`src/rtl/echo_range_filter.sv`:
```
`default_nettype none
// ============================================================================
// Module  : echo_range_filter
// Purpose : echo width (cycles) -> clamped cm via restoring divide, then a
//           moving-average filter with a one-cycle valid strobe.
// Rev     : 1.0 - initial release
// ============================================================================
module echo_range_filter #(
   parameter int CYCLES_PER_CM = 2900,
   parameter int MAX_CM        = 400,
   parameter int AVG_LOG2      = 2
) (
   input  logic        clock,
   input  logic        reset,
   input  logic [20:0] echo_count,
   input  logic        count_valid,
   output logic [8:0]  cm,
   output logic        cm_valid,
   output logic        out_of_range,
   output logic        busy,
   output logic        overrun
);

   localparam int c_win    = 1 << AVG_LOG2;
   localparam int c_sum_w  = 9 + AVG_LOG2;
   localparam int c_fill_w = AVG_LOG2 + 1;

   localparam logic [22:0]         c_divisor   = 23'(CYCLES_PER_CM);
   localparam logic [20:0]         c_max_q     = 21'(MAX_CM);
   localparam logic [8:0]          c_max_cm    = 9'(MAX_CM);
   localparam logic [c_fill_w-1:0] c_fill_full = c_fill_w'(c_win);
   localparam logic [c_fill_w-1:0] c_fill_one  = c_fill_w'(1);

   typedef enum logic [1:0] {
      ST_IDLE   = 2'd0,
      ST_DIVIDE = 2'd1,
      ST_FILTER = 2'd2,
      ST_EMIT   = 2'd3
   } state_t;

   state_t               state_q,     state_d;
   logic [20:0]          dividend_q,  dividend_d;
   logic [21:0]          rem_q,       rem_d;
   logic [20:0]          quot_q,      quot_d;
   logic [4:0]           bit_cnt_q,   bit_cnt_d;
   logic [8:0]           hist_q [c_win];
   logic [8:0]           hist_d [c_win];
   logic [c_fill_w-1:0]  fill_q,      fill_d;
   logic [c_sum_w-1:0]   sum_q,       sum_d;
   logic                 flag_q,      flag_d;
   logic [8:0]           cm_q,        cm_d;
   logic                 cm_valid_q,  cm_valid_d;
   logic                 oor_q,       oor_d;
   logic                 overrun_q,   overrun_d;

   logic [22:0]          w_trial;
   logic                 w_ge;
   logic                 w_over;
   logic [8:0]           w_sample;
   logic [8:0]           w_avg;

   // Datapath helpers: trial remainder for this quotient bit, clamp, average
   always_comb begin
      w_trial  = {rem_q, dividend_q[20]};
      w_ge     = (w_trial >= c_divisor);
      w_over   = (quot_q > c_max_q);
      w_sample = w_over ? c_max_cm : quot_q[8:0];
      w_avg    = 9'(sum_q >> AVG_LOG2);
   end

   always_comb begin
      state_d    = state_q;
      dividend_d = dividend_q;
      rem_d      = rem_q;
      quot_d     = quot_q;
      bit_cnt_d  = bit_cnt_q;
      hist_d     = hist_q;
      fill_d     = fill_q;
      sum_d      = sum_q;
      flag_d     = flag_q;
      cm_d       = cm_q;
      cm_valid_d = 1'b0;
      oor_d      = oor_q;
      overrun_d  = overrun_q;

      // A sample arriving mid-conversion is dropped, but remembered
      if (count_valid && (state_q != ST_IDLE)) begin
         overrun_d = 1'b1;
      end

      case (state_q)
         ST_IDLE: begin
            if (count_valid) begin
               dividend_d = echo_count;
               rem_d      = '0;
               quot_d     = '0;
               bit_cnt_d  = 5'd20;
               state_d    = ST_DIVIDE;
            end
         end

         ST_DIVIDE: begin
            rem_d      = w_ge ? 22'(w_trial - c_divisor) : w_trial[21:0];
            quot_d     = {quot_q[19:0], w_ge};
            dividend_d = {dividend_q[19:0], 1'b0};
            if (bit_cnt_q == 5'd0) begin
               state_d = ST_FILTER;
            end else begin
               bit_cnt_d = bit_cnt_q - 5'd1;
            end
         end

         ST_FILTER: begin
            flag_d    = w_over;
            hist_d[0] = w_sample;
            for (int i = 1; i < c_win; i++) begin
               hist_d[i] = hist_q[i-1];
            end
            if (fill_q != c_fill_full) begin
               fill_d = fill_q + c_fill_one;
            end
            // Sum rebuilt from the new history so it cannot drift
            sum_d = '0;
            for (int i = 0; i < c_win; i++) begin
               sum_d = sum_d + c_sum_w'(hist_d[i]);
            end
            state_d = ST_EMIT;
         end

         ST_EMIT: begin
            cm_d       = (fill_q == c_fill_full) ? w_avg : hist_q[0];
            oor_d      = flag_q;
            cm_valid_d = 1'b1;
            state_d    = ST_IDLE;
         end

         default: begin
            state_d = ST_IDLE;
         end
      endcase
   end

   always_ff @(posedge clock or posedge reset) begin
      if (reset) begin
         state_q    <= ST_IDLE;
         dividend_q <= '0;
         rem_q      <= '0;
         quot_q     <= '0;
         bit_cnt_q  <= '0;
         for (int i = 0; i < c_win; i++) begin
            hist_q[i] <= '0;
         end
         fill_q     <= '0;
         sum_q      <= '0;
         flag_q     <= 1'b0;
         cm_q       <= '0;
         cm_valid_q <= 1'b0;
         oor_q      <= 1'b0;
         overrun_q  <= 1'b0;
      end else begin
         state_q    <= state_d;
         dividend_q <= dividend_d;
         rem_q      <= rem_d;
         quot_q     <= quot_d;
         bit_cnt_q  <= bit_cnt_d;
         hist_q     <= hist_d;
         fill_q     <= fill_d;
         sum_q      <= sum_d;
         flag_q     <= flag_d;
         cm_q       <= cm_d;
         cm_valid_q <= cm_valid_d;
         oor_q      <= oor_d;
         overrun_q  <= overrun_d;
      end
   end

   assign cm           = cm_q;
   assign cm_valid     = cm_valid_q;
   assign out_of_range = oor_q;
   assign busy         = (state_q != ST_IDLE);
   assign overrun      = overrun_q;

endmodule
`default_nettype wire
```
`config.mk`:
```
export PLATFORM = sky130hd
export DESIGN_NAME = echo_range_filter
export DESIGN_NICKNAME = d
export VERILOG_FILES = /design/src/rtl/echo_range_filter.sv
export SDC_FILE = /design/constraint.sdc
export NUM_CORES = 1
export LEC_CHECK = 0
export BUFFER_PORTS_ARGS = -buffer_cell sky130_fd_sc_hd__buf_4
export CAP_MARGIN = 30
export CELL_PAD_IN_SITES_DETAIL_PLACEMENT = 0
export CELL_PAD_IN_SITES_GLOBAL_PLACEMENT = 1
export CORE_ASPECT_RATIO = 1.1
export CORE_MARGIN = 3
export CORE_UTILIZATION = 35
export CTS_BUF_LIST = sky130_fd_sc_hd__clkbuf_8
export DETAILED_ROUTE_END_ITERATION = 8
export GPL_ROUTABILITY_DRIVEN = 0
export HOLD_SLACK_MARGIN = 0.12
export PLACE_DENSITY = 0.66
export SLEW_MARGIN = 20
export SYNTH_ARGS = -nofsm -noshare
export SYNTH_HDL_FRONTEND = slang
export SYNTH_SLANG_ARGS = --single-unit
```
`constraint.sdc`:
```
create_clock -name clock -period 7.2 [get_ports clock]
set_input_delay 0 -clock clock [delete_from_list [all_inputs] [get_ports clock]]
set_output_delay 0 -clock clock [all_outputs]
set_load 0.03 [all_outputs]
```
==> results.cfg <==
[sta]
finalSetupViolCount = 0
finalMaxSlewViolations = 0
fin_crit_ns = 4.17
worst_pin_slew_ns = 0.905
relSlewSlack_pct = 39.7
fin_ws_ns = 3.03
fmax_mhz = 240
skew_ns = 0.0121
hold_violations = 0
rsz0062_at_grt = no
fin_tns_setup_ns = 0
fin_crit_sh_pct = 57.9

[logic_synthesis]
syn_inst = 581
synth_seq_area_share_pct = 48.5
syn_area_mm2 = 0.00635
synthArstFlopShare_pct = 100
ys.flop_type = dfrtp_1
ys_top_cells_by_area = dfrtp_1 (48%), fa_1 (5.7%), mux2i_1 (5.2%), mux2_2 (4.8%), o21ai_0 (4.4%)
synth.most_common_cell = dfrtp_1
avgSynthCellArea_um2 = 10.9
synth_cell_types = 58
yosys-top-cells-count = dfrtp_1 (123), nand2_1 (66), o21ai_0 (56), mux2i_1 (33)
ys_ff_latch = 123
yosys_warnings = 0
netlist.area_leader.share_pct = 48.5
synth_nets = 642
synth_largest_area_cell = dfrtp_1
synth-edff-count = 0

[critical_path]
cp.arrival_ns = 4.48
startpoint = quot_q[10]
critPathLaunchType = flip-flop
crit_end = sum_q[6]
reg2reg_depth = 13
crit_required_ns = 7.51
r2r-start = quot_q[10]
crit_fanout = 8
cp-end-kind = flip-flop
path_class = flip-flop to flip-flop
r2r-end = sum_q[6]
r2r_setup_slack_ns = 3.03

[route]
viasPerCell = 4.92
vias = 4386
wl_per_cell_um = 14.1
drt-total-wl_um = 12600
drt_iter0_drc = 219
drcViolationCount = 0
drtAntennaViolNets = 0
drt-pass1-iter-count = 4

[layout]
nets = 702
utilization_pct = 42.9
layoutNonFillerInstCount = 892
drive_gt1_share_pct = 17.9
syn_to_final_growth_pct = 19.8
num_antenna_cells = 0

[global_route]
antenna_found_initial = 0
gr-total-overflow = 0
grt_use_total_pct = 13.7
grt_pass1_wl_um = 22100
grt_max_degree = 71
grt_pass1_vias = 4540

[pwr]
p_leak_nw = 3.58
powerDensity_mw_per_mm2 = 419
ir_drop_mv = 0.233

[status]
status = complete, no violations

[placement]
dp.cells = 834
hpwl_um = 8370
place.port_buffers = 36
place_ws_ns = 3.04

[cts]
cts_buffers = 17
cts_sinks = 123
htreeDepth = 4
clock_latency_ns = 0.43
cts_resized = 0
cts_root_buffer = clkbuf_8
clk_path_buf_depth = 2
tritoncts = done
clk_pin_slew_worst_paths_ns = 0.07

[floorplan]
die_y_um = 147
coreArea_mm2 = 0.0177
initial_utilization_pct = 35.8
pin_count = 37
die_w_um = 134
die_area_mm2 = 0.0198
row_count = 51

[flow_run]
cap_violations = 0

[min_path]
min_path_type = input pin to async pin
[cells by family after synthesis]
| group | Yosys count | synth area share (%) |
|---|---|---|
| buffers and inverters | 55 | 3.29 |
| adder cells (fa/ha/maj) | 37 | 9.42 |
| AND/OR/NAND/NOR | 138 | 10.8 |
| AO/OA/AOI/OAI | 147 | 15.2 |
| multiplexers | 60 | 9.99 |
| flip-flops | 123 | 48.5 |
| XOR/XNOR | 21 | 2.90 |
[sequential cells by signal, summed over array words and instances (netlist names)]
signal,flops
overrun,1
state_q,2
fill_q,3
bit_cnt_q,5
rem_q,22
cm_valid,1
hist_q,27
sum_q,9
flag_q,1
dividend_q,21
quot_q,21
cm,9
out_of_range,1
[critical path, cell delays in order, from the launching register on]
cell	delay, ns
dfrtp_1	0.40
nor4_1	0.33
nand4_1	0.27
a21oi_1	0.52
nand2_1	0.20
fa_1	0.57
inv_1	0.04
ha_1	0.34
nand3_1	0.09
or3b_2	0.50
o21ai_0	0.28
a21bo_2	0.21
xor2_1	0.06
mux2_2	0.26
[per-stage QoR]
| step | hold slack [ns] | cell area [µm²] | power [mW] |
|---|---|---|---|
| finish | 0.237 | 7600 | 3.18 |
| floorplan | 0.121 | 6350 | 2.15 |
| global route | 0.293 | 7600 | 3.47 |
| detailed placement | 0.168 | 6870 | 2.50 |
| CTS | 0.252 | 7570 | 3.22 |
| global placement | 0.157 | 6870 | 2.46 |
[area by class of cell]
| class | count | area (µm²) |
|---|---|---|
| fillers | 1722 | 10100 |
| flip-flops and latches | 123 | 3080 |
| multi-input cells | 403 | 3070 |
| repair buffers | 68 | 594 |
| well taps | 238 | 298 |
| clock buffers | 21 | 289 |
| clock inverters | 11 | 165 |
| inverters | 28 | 108 |
[per-layer routing]
metal  track usage [%]  vias up  routed length [µm]  part of all wire [%]
met5                 0        -                   0                     0
met4              3.51        0                 118                  0.94
met3              3.70       11                 372                   2.9
met2              22.3       52                6100                    48
met1              18.1     2158                6020                    48
li1                  -     2165                   -                     -
[timing repair]
action / CTS / global route
endpoints found under the hold margin: 77 / 0
setup buffers: 0 / 0
hold buffers: 24 / 0
[worst min path at each step]
stage	cells after the start	start	endpoint
after global routing	3	reset	hist_q[19]
after global placement	2	reset	rem_q[7]
after CTS	3	reset	rem_q[7]
after floorplan	1	count_valid	overrun
final	3	reset	rem_q[7]
after detailed placement	2	reset	rem_q[7]
[power breakdown]
part           switching [mW]  total [mW]  leakage (nW)  internal, mW
registers               0.186        1.10          1.61         0.913
clock network           0.277       0.690         0.226         0.413
logic                   0.802        1.40          1.74         0.593
total                    1.26        3.18          3.58          1.92
[cells in the final DEF (no fill, tap or decap), types with 6 or more instances in the layout]
master / n
mux2_2: 27
clkbuf_8: 21
dfrtp_1: 123
nor2b_1: 8
inv_1: 27
dlygate4sd3_1: 24
nor2_1: 20
xnor2_1: 18
a22o_1: 27
ha_1: 19
mux2i_1: 33
o21ai_0: 56
nand2_1: 66
fa_1: 18
a21oi_1: 27
buf_4: 42
and2_1: 6
Power figures use the tool's default switching activity.
